### src/rtl/vowel_ram_ctrl_if.sv
// Character stream plus vowel RAM port bundle for vowel_ram_ctrl.
// slave: char_valid/char_in/char_last/ram_r_data in; char_ready/ram_addr/ram_w_en/ram_w_data out.
interface vowel_ram_ctrl_if;
    logic       char_valid;
    logic [7:0] char_in;
    logic       char_last;
    logic       char_ready;
    logic [5:0] ram_addr;
    logic       ram_w_en;
    logic [7:0] ram_w_data;
    logic [7:0] ram_r_data;

    modport master (
        output char_valid, char_in, char_last, ram_r_data,
        input  char_ready, ram_addr, ram_w_en, ram_w_data
    );

    modport slave (
        input  char_valid, char_in, char_last, ram_r_data,
        output char_ready, ram_addr, ram_w_en, ram_w_data
    );
endinterface

### src/rtl/vowel_ram_ctrl.sv
// Loads a password into a 64x8 RAM, then scans it back counting vowels.
// Ports: clock, reset_n (async low), bus (char stream + RAM), busy, done,
// length, vowel_count, overflow, pass (length/vowel/overflow criteria).
module vowel_ram_ctrl #(
    parameter int unsigned MIN_LEN    = 8,
    parameter int unsigned MIN_VOWELS = 2
) (
    input  logic              clock,
    input  logic              reset_n,
    vowel_ram_ctrl_if.slave   bus,
    output logic              busy,
    output logic              done,
    output logic [6:0]        length,
    output logic [6:0]        vowel_count,
    output logic              overflow,
    output logic              pass
);

    localparam logic [6:0] MinLenW = 7'(MIN_LEN);
    localparam logic [6:0] MinVowW = 7'(MIN_VOWELS);
    localparam logic [6:0] Depth   = 7'd64;

    typedef enum logic [1:0] {
        IDLE,
        LOAD,
        SCAN,
        DONE
    } state_e;

    state_e     state_q;
    logic [6:0] len_q;
    logic [6:0] vc_q;
    logic [6:0] vc_d;
    logic [5:0] scan_q;
    logic       ovf_q;
    logic       pass_q;
    logic       pass_d;
    logic       done_q;

    logic       xfer;
    logic       can_write;
    logic       is_vowel;
    logic       scan_last;
    logic [5:0] wr_addr;

    assign bus.char_ready = (state_q != SCAN);
    assign xfer           = bus.char_valid & bus.char_ready;

    // A new password always starts at address 0, even though length
    // still shows the previous result while sitting in DONE.
    always_comb begin
        wr_addr   = 6'd0;
        can_write = 1'b0;
        unique case (state_q)
            IDLE, DONE: begin
                wr_addr   = 6'd0;
                can_write = 1'b1;
            end
            LOAD: begin
                wr_addr   = (len_q >= Depth) ? 6'd63 : len_q[5:0];
                can_write = (len_q < Depth);
            end
            default: begin
                wr_addr   = 6'd0;
                can_write = 1'b0;
            end
        endcase
    end

    // Write strobe follows the handshake combinationally; gated by
    // reset so nothing is written while the block is held.
    assign bus.ram_w_en   = reset_n & xfer & can_write;
    assign bus.ram_w_data = bus.ram_w_en ? bus.char_in : 8'h00;
    assign bus.ram_addr   = (state_q == SCAN) ? scan_q : wr_addr;

    always_comb begin
        unique case (bus.ram_r_data)
            8'h61, 8'h65, 8'h69, 8'h6F, 8'h75,
            8'h41, 8'h45, 8'h49, 8'h4F, 8'h55: is_vowel = 1'b1;
            default:                           is_vowel = 1'b0;
        endcase
    end

    // Termination compares the 6-bit address against the 7-bit length
    // so a full 64-entry scan ends without the address wrapping.
    assign scan_last = (({1'b0, scan_q} + 7'd1) == len_q);
    assign vc_d      = vc_q + {6'd0, is_vowel};
    assign pass_d    = (len_q >= MinLenW) && (vc_d >= MinVowW) && !ovf_q;

    always_ff @(posedge clock or negedge reset_n) begin
        if (!reset_n) begin
            state_q <= IDLE;
            len_q   <= 7'd0;
            vc_q    <= 7'd0;
            scan_q  <= 6'd0;
            ovf_q   <= 1'b0;
            pass_q  <= 1'b0;
            done_q  <= 1'b0;
        end else begin
            done_q <= 1'b0;
            unique case (state_q)
                IDLE, DONE: begin
                    if (xfer) begin
                        len_q   <= 7'd1;
                        vc_q    <= 7'd0;
                        ovf_q   <= 1'b0;
                        pass_q  <= 1'b0;
                        scan_q  <= 6'd0;
                        state_q <= bus.char_last ? SCAN : LOAD;
                    end
                end
                LOAD: begin
                    if (xfer) begin
                        if (len_q < Depth) begin
                            len_q <= len_q + 7'd1;
                        end else begin
                            ovf_q <= 1'b1;
                        end
                        if (bus.char_last) begin
                            scan_q  <= 6'd0;
                            state_q <= SCAN;
                        end
                    end
                end
                SCAN: begin
                    vc_q <= vc_d;
                    if (scan_last) begin
                        state_q <= DONE;
                        done_q  <= 1'b1;
                        pass_q  <= pass_d;
                    end else begin
                        scan_q <= scan_q + 6'd1;
                    end
                end
                default: state_q <= IDLE;
            endcase
        end
    end

    assign busy        = (state_q == LOAD) || (state_q == SCAN);
    assign done        = done_q;
    assign length      = len_q;
    assign vowel_count = vc_q;
    assign overflow    = ovf_q;
    assign pass        = pass_q;

endmodule

### src/flat_wrapper.sv
// flat-port wrapper written by rule: the top's interface ports become plain ports
module vowel_ram_ctrl_flat 
#(
    parameter int unsigned MIN_LEN    = 8,
    parameter int unsigned MIN_VOWELS = 2
)
  (clock, reset_n, busy, done, length, vowel_count, overflow, pass, bus_char_valid, bus_char_in, bus_char_last, bus_ram_r_data, bus_char_ready, bus_ram_addr, bus_ram_w_en, bus_ram_w_data);
  vowel_ram_ctrl_if bus_i ();
  input  logic clock;
  input  logic reset_n;
  output logic busy;
  output logic done;
  output logic [6:0] length;
  output logic [6:0] vowel_count;
  output logic overflow;
  output logic pass;
  input wire logic [$bits(bus_i.char_valid)-1:0] bus_char_valid;
  input wire logic [$bits(bus_i.char_in)-1:0] bus_char_in;
  input wire logic [$bits(bus_i.char_last)-1:0] bus_char_last;
  input wire logic [$bits(bus_i.ram_r_data)-1:0] bus_ram_r_data;
  output wire logic [$bits(bus_i.char_ready)-1:0] bus_char_ready;
  output wire logic [$bits(bus_i.ram_addr)-1:0] bus_ram_addr;
  output wire logic [$bits(bus_i.ram_w_en)-1:0] bus_ram_w_en;
  output wire logic [$bits(bus_i.ram_w_data)-1:0] bus_ram_w_data;
  assign bus_i.char_valid = bus_char_valid;
  assign bus_i.char_in = bus_char_in;
  assign bus_i.char_last = bus_char_last;
  assign bus_i.ram_r_data = bus_ram_r_data;
  assign bus_char_ready = bus_i.char_ready;
  assign bus_ram_addr = bus_i.ram_addr;
  assign bus_ram_w_en = bus_i.ram_w_en;
  assign bus_ram_w_data = bus_i.ram_w_data;
  vowel_ram_ctrl #(.MIN_LEN(MIN_LEN), .MIN_VOWELS(MIN_VOWELS)) u_core (.clock(clock), .reset_n(reset_n), .bus(bus_i), .busy(busy), .done(done), .length(length), .vowel_count(vowel_count), .overflow(overflow), .pass(pass));
endmodule
### config.mk
export PLATFORM = sky130hd
export DESIGN_NAME = vowel_ram_ctrl_flat
export DESIGN_NICKNAME = d
export VERILOG_FILES = /design/src/rtl/vowel_ram_ctrl_if.sv /design/src/rtl/vowel_ram_ctrl.sv /design/src/flat_wrapper.sv
export SDC_FILE = /design/constraint.sdc
export NUM_CORES = 1
export LEC_CHECK = 0
export ABC_CLOCK_PERIOD_IN_PS = 5230
export CAP_MARGIN = 20
export CORE_ASPECT_RATIO = 0.8
export CORE_MARGIN = 10
export CORE_UTILIZATION = 44
export DETAILED_ROUTE_END_ITERATION = 10
export PLACE_DENSITY = 0.87
export SYNTH_ARGS = -nofsm -noshare
export SYNTH_HDL_FRONTEND = slang
export SYNTH_SLANG_ARGS = --single-unit
export TNS_END_PERCENT = 20
### constraint.sdc
create_clock -name clock -period 5.23 [get_ports clock]
set_input_delay 1.046 -clock clock [delete_from_list [all_inputs] [get_ports clock]]
set_output_delay 1.046 -clock clock [all_outputs]
set_load 0.05 [all_outputs]
# --- Yosys cells after proc, flatten, opt, wreduce, memory -nomap -nowiden ---
# Index checks and enable logic that the tools add are counted.
# W data, S select, Z words.
totals:
  register_bits: 25
  wordCells: 86
  out_inout_bits: 34
  inputBits: 20
classes:
  reduce_logical: 15
  add_sub_neg: 4
  magnitude_cmp: 4
  bitwise: 3
  eq_ne: 22
  n_mux: 31
op_table:
  columns: ["op", "n"]
  rows:
  - ["$eq A8 B7 Y1 const B", 10]
  - ["$mux W6", 7]
  - ["$mux W7", 4]
  - ["$pmux W7 S2", 2]
  - ["$pmux W6 S3", 1]
  - ["$reduce_and A4 Y1", 4]
  - ["$mux W2", 5]
  - ["$reduce_or A10 Y1", 1]
  - ["$mux W8", 1]
  - ["$ne A2 B1 Y1 const B", 4]
  - ["$ne A2 B2 Y1 const B", 4]
  - ["$add A6 B1 Y7 const B", 1]
  - ["$add A7 B1 Y7", 1]
  - ["$add A7 B1 Y7 const B", 1]
  - ["$eq A7 B7 Y1", 1]
  - ["$ge A7 B2 Y1 const B", 1]
  - ["$ge A7 B4 Y1 const B", 1]
  - ["$ge A7 B7 Y1 const B", 1]
  - ["$lt A7 B7 Y1 const B", 1]
  - ["$mux W1", 7]
  - ["$add A6 B1 Y6 const B", 1]
  - ["$pmux W1 S2", 3]
  - ["$pmux W2 S3", 1]
  - ["$eq A2 B2 Y1 const B", 2]
  - ["10 further kinds", 14]

# --- Depth between registers and ports, before layout ---
# Gate-level depths: netlist (run 1).
depth:
  depth_word: 9
  ltp_mapped: 11
  depth_no_buf: 11

# --- Worst setup path before layout (run 1) ---
# No wires, ideal clock.
synth_path:
  kind: "input to output"
  startpoint: "input bus_char_valid"
  endpoint: "output bus_ram_w_data[0]"
  path_stages: 4
  setup_slack_ps: 1404
  path_buffers: 0
  t_arrival_ps: 2780
  path_cell_list: "nor2b_1 nand2_1 nor2_1 and2_1"
synth_between:
  elab_chain_len: 4
synth_lines:
  columns: ["element", "line", "text"]
  rows:
  - ["start, declared", "flat_wrapper.sv:17", "input wire logic [$bits(bus_i.char_valid)-1:0] bus_char_valid;"]
  - ["$and A1 B1 Y1", "vowel_ram_ctrl.sv:47", "assign xfer = bus.char_valid & bus.char_ready;"]
  - ["$and A1 B1 Y1 (2 in a row)", "vowel_ram_ctrl.sv:72", "assign bus.ram_w_en = reset_n & xfer & can_write;"]
  - ["via bus_ram_w_en", "flat_wrapper.sv:23", "output wire logic [$bits(bus_i.ram_w_en)-1:0] bus_ram_w_en;"]
  - ["$mux W8", "vowel_ram_ctrl.sv:73", "assign bus.ram_w_data = bus.ram_w_en ? bus.char_in : 8'h00;"]
  - ["end, declared", "flat_wrapper.sv:24", "output wire logic [$bits(bus_i.ram_w_data)-1:0] bus_ram_w_data;"]
# The timed path passes the listed nets, and every way through them passes these cells.

# --- Worst setup path in the final report (run 1) ---
layout_path:
  startpoint: "input bus_char_valid"
  endpoint: "output bus_ram_w_data[0]"
layout_between:
  elab_chain_len: 4
layout_lines:
  columns: ["element", "line"]
  rows:
  - ["$and A1 B1 Y1", "vowel_ram_ctrl.sv:47"]
  - ["$and A1 B1 Y1 (2 in a row)", "vowel_ram_ctrl.sv:72"]
  - ["$mux W8", "vowel_ram_ctrl.sv:73"]
# Every way passes these cells.

==> results of run 1 <==
## cells by family (layout without fill, tap and decap cells)
group                      count (synthesis)  after routing  share of synthesized area (%)
DFF                                       25             25                           33.4
buffers and inverters                     24             67                           6.14
muxes                                      5              5                           2.94
and+or+nand+nor                           87             87                           24.4
adders and majority gates                  8              8                           5.34
AOI/OAI and AO/OA                         69             69                           22.6
xor gates and xnor gates                  11             11                           5.14
## synth_stat cells, types with 2 or more instances
cell      number  area (um2)
nor2b_1        2        12.5
nor2_1        20        75.1
nand3_1        7        35.0
dfrtp_1       25         626
clkinv_1       2        7.51
a311oi_1       3        26.3
xnor2_1        6        52.6
inv_1          7        26.3
or3_1          3        18.8
xor2_1         5        43.8
a21oi_1       22         110
nor3_1         3        15.0
nor4_1         4        25.0
o22ai_1        2        12.5
mux2_2         3        33.8
and2_1        10        62.6
a31oi_1        2        12.5
buf_4          3        22.5
nand4b_1       2        17.5
and4_1         2        17.5
a211o_1        2        17.5
buf_2          4        20.0
nand2b_1       2        12.5
nand2_1       21        78.8
and3_1         2        12.5
clkbuf_1       6        22.5
a211oi_1       3        22.5
o21ai_0       20         100
nand4_1        6        37.5
ha_1           8         100
## worst max path at each step
stage                               from                end  cells after the start
after floorplan           bus_char_valid  bus_ram_w_data[0]                      4
after global placement    bus_char_valid  bus_ram_w_data[1]                      6
after detailed placement  bus_char_valid  bus_ram_w_data[0]                      6
after CTS                 bus_char_valid  bus_ram_w_data[0]                      6
after global routing      bus_char_valid  bus_ram_w_data[4]                      6
final                     bus_char_valid  bus_ram_w_data[0]                      6
## final cells by class
class,count,share of cell area [%]
Multi-Input combinational cell,180,46.4
Clock buffer,4,1.84
Timing Repair Buffer,54,21.9
Sequential cell,25,25.6
Tap cell,57,2.92
Inverter,9,1.38
## per-layer routing
metal	routed length (um)	GRT usage, %	vias to the layer above	share of wire, %
met5	0	0	-	0
met4	10	1.38	0	0.19
met3	518	5.99	2	9.7
met2	2560	24.5	63	48
met1	2280	18.3	911	42
li1	-	-	922	-
## state kept, by name, indices dropped and copies added (netlist names)
name	flops
u_core.vowel_count	7
u_core.scan_q	6
u_core.overflow	1
u_core.done	1
u_core.state_q	2
u_core.pass	1
u_core.length	7
## power by group
part | switching (uW) | internal, uW | total (uW) | leakage, uW
combinational | 532 | 279 | 811 | 0.000630
sequential | 65.6 | 234 | 299 | 0.000332
clock | 62.1 | 54.5 | 117 | 0.0000228
## through the flow
step,cell area [um2],total power (uW),setup WS [ns]
global placement,2400,1080,0.853
detailed placement,2400,1110,0.737
floorplan,1870,838,1.40
CTS,2440,1230,0.721
global route,2440,1320,0.568
finish,2440,1230,0.738
## critical path, stage by stage
cell             delay (ns)
clkdlybuf4s50_1        0.48
nor2b_1                0.40
nand2_1                0.11
nor2_1                 0.39
and2_1                 0.21
clkdlybuf4s50_1        0.81
==> flow_metrics.py, run 1 <==
metrics = {
    "yosys": {
        "syn_area_per_cell_um2": 8.18,
        "synth_nets": 257,
        "ys_seq_area_share_pct": 33.4,
        "yosys_warnings": 0,
        "synth_cell_types": 52,
        "syn-cell-area_um2": 1870,
        "synth_edf_count": 0,
        "synth_cells": 229,
        "synth-seq-cells": 25,
        "ys_async_sr_fraction_pct": 100,
        "synth-main-ff-cell": "dfrtp_1",
    },
    "critical_path": {
        "worstPathRequired_ns": 4.18,
        "critPathLaunchType": "primary input",
        "rr_worst_depth": 7,
        "cp_data_arrival_time_ns": 3.45,
        "path_max_fanout": 9,
        "r2r_setup_slack_ns": 2.60,
        "crit_type": "primary input to primary output",
        "r2r_start": "u_core.scan_q[0]$_DFFE_PN0P_",
        "r2r-end": "u_core.pass$_DFFE_PN0P_",
        "end_kind": "primary output",
    },
    "layout": {
        "diodes": 0,
        "layout_commonest_cell": "clkdlybuf4s50_1",
        "stdcell_count": 329,
        "ff_latch_area_um2": 626,
        "utilization_pct": 58.9,
        "fin_nets": 301,
        "multiInputGateArea_um2": 1130,
        "final_cell_mix": "clkdlybuf4s50_1, dfrtp_1, a21oi_1",
        "syn2layout_area_growth_pct": 30.4,
        "nFillCells": 389,
        "layout-drive-gt1-share_pct": 4.04,
    },
    "floorplan": {
        "ios": 54,
        "coreArea_um2": 4150,
        "die_area_um2": 7290,
        "die_x_um": 93.0,
        "rows": 21,
        "dieHeight_um": 78.4,
        "initial_core_util_pct": 45.1,
    },
    "cts": {
        "cts_resized": 0,
        "cts_tree": "built",
        "htree_levels": 1,
        "clock-sinks": 25,
        "worstSkewPairLatency_ns": 0.27,
        "cts-buffers-inserted": 3,
        "cts_setup_buffers": 0,
        "clk_pin_slew_ns": 0.08,
        "root_buffer": "clkbuf_8",
        "cts_hold_buf": 0,
        "cts.path.max_buffers": 2,
    },
    "grt": {
        "track_usage_pct": 14.8,
        "grt_pass1_vias": 1862,
        "grt_max_degree": 28,
        "grt-ovfl-total": 0,
        "grt_pass1_wl_um": 9040,
        "antenna_found_initial": 0,
    },
    "placed_design": {
        "dpl.hpwl_um": 4110,
        "gp_congestion": 0.883,
        "place.port_buffers": 52,
        "placed_cells": 325,
    },
    "min_path": {
        "holdPathStages": 1,
        "hold_end": "u_core.pass$_DFFE_PN0P_",
        "hold_path_startpoint": "u_core.pass$_DFFE_PN0P_",
        "min_path_type": "register to register",
    },
    "routing": {
        "ant_nets": 0,
        "route.detailed.drc": 0,
        "wl_per_cell_um": 16.3,
        "via_per_inst": 5.77,
        "first_pass_iters": 5,
        "wirelength_um": 5370,
        "dr_total_vias": 1898,
        "drtIter0Drc": 154,
    },
    "sta": {
        "setup_violations": 0,
        "tightest_slew_ns": 0.533,
        "max_freq_mhz": 223,
        "finalWorstPathRequiredPeriod_ns": 4.49,
        "maxSlewHeadroom_pct": 64.4,
        "final-hold-violation-count": 0,
        "fin_skew_ns": 0.00928,
        "rsz0062_at_grt": "false",
        "slew_violations": 0,
        "period_share_pct": 85.9,
        "holdWs_ns": 0.533,
        "fin_tns_setup_ns": 0,
    },
    "job": {
        "drv_cap": 0,
    },
    "power": {
        "irDropWorstVdd_uv": 291,
        "p_leak_uw": 0.000985,
        "power.density_nw_per_um2": 502,
    },
    "status": {
        "outcome": "finished clean",
    },
}
Note: power is estimated with default switching activity, not from simulation.
==> inputs of run 2 (changes only) <==
Settings changed: CAP_MARGIN 20 to 30.
==> results of run 2 <==
Same layout as run 1: the final DEF is identical, and so are final timing and power.
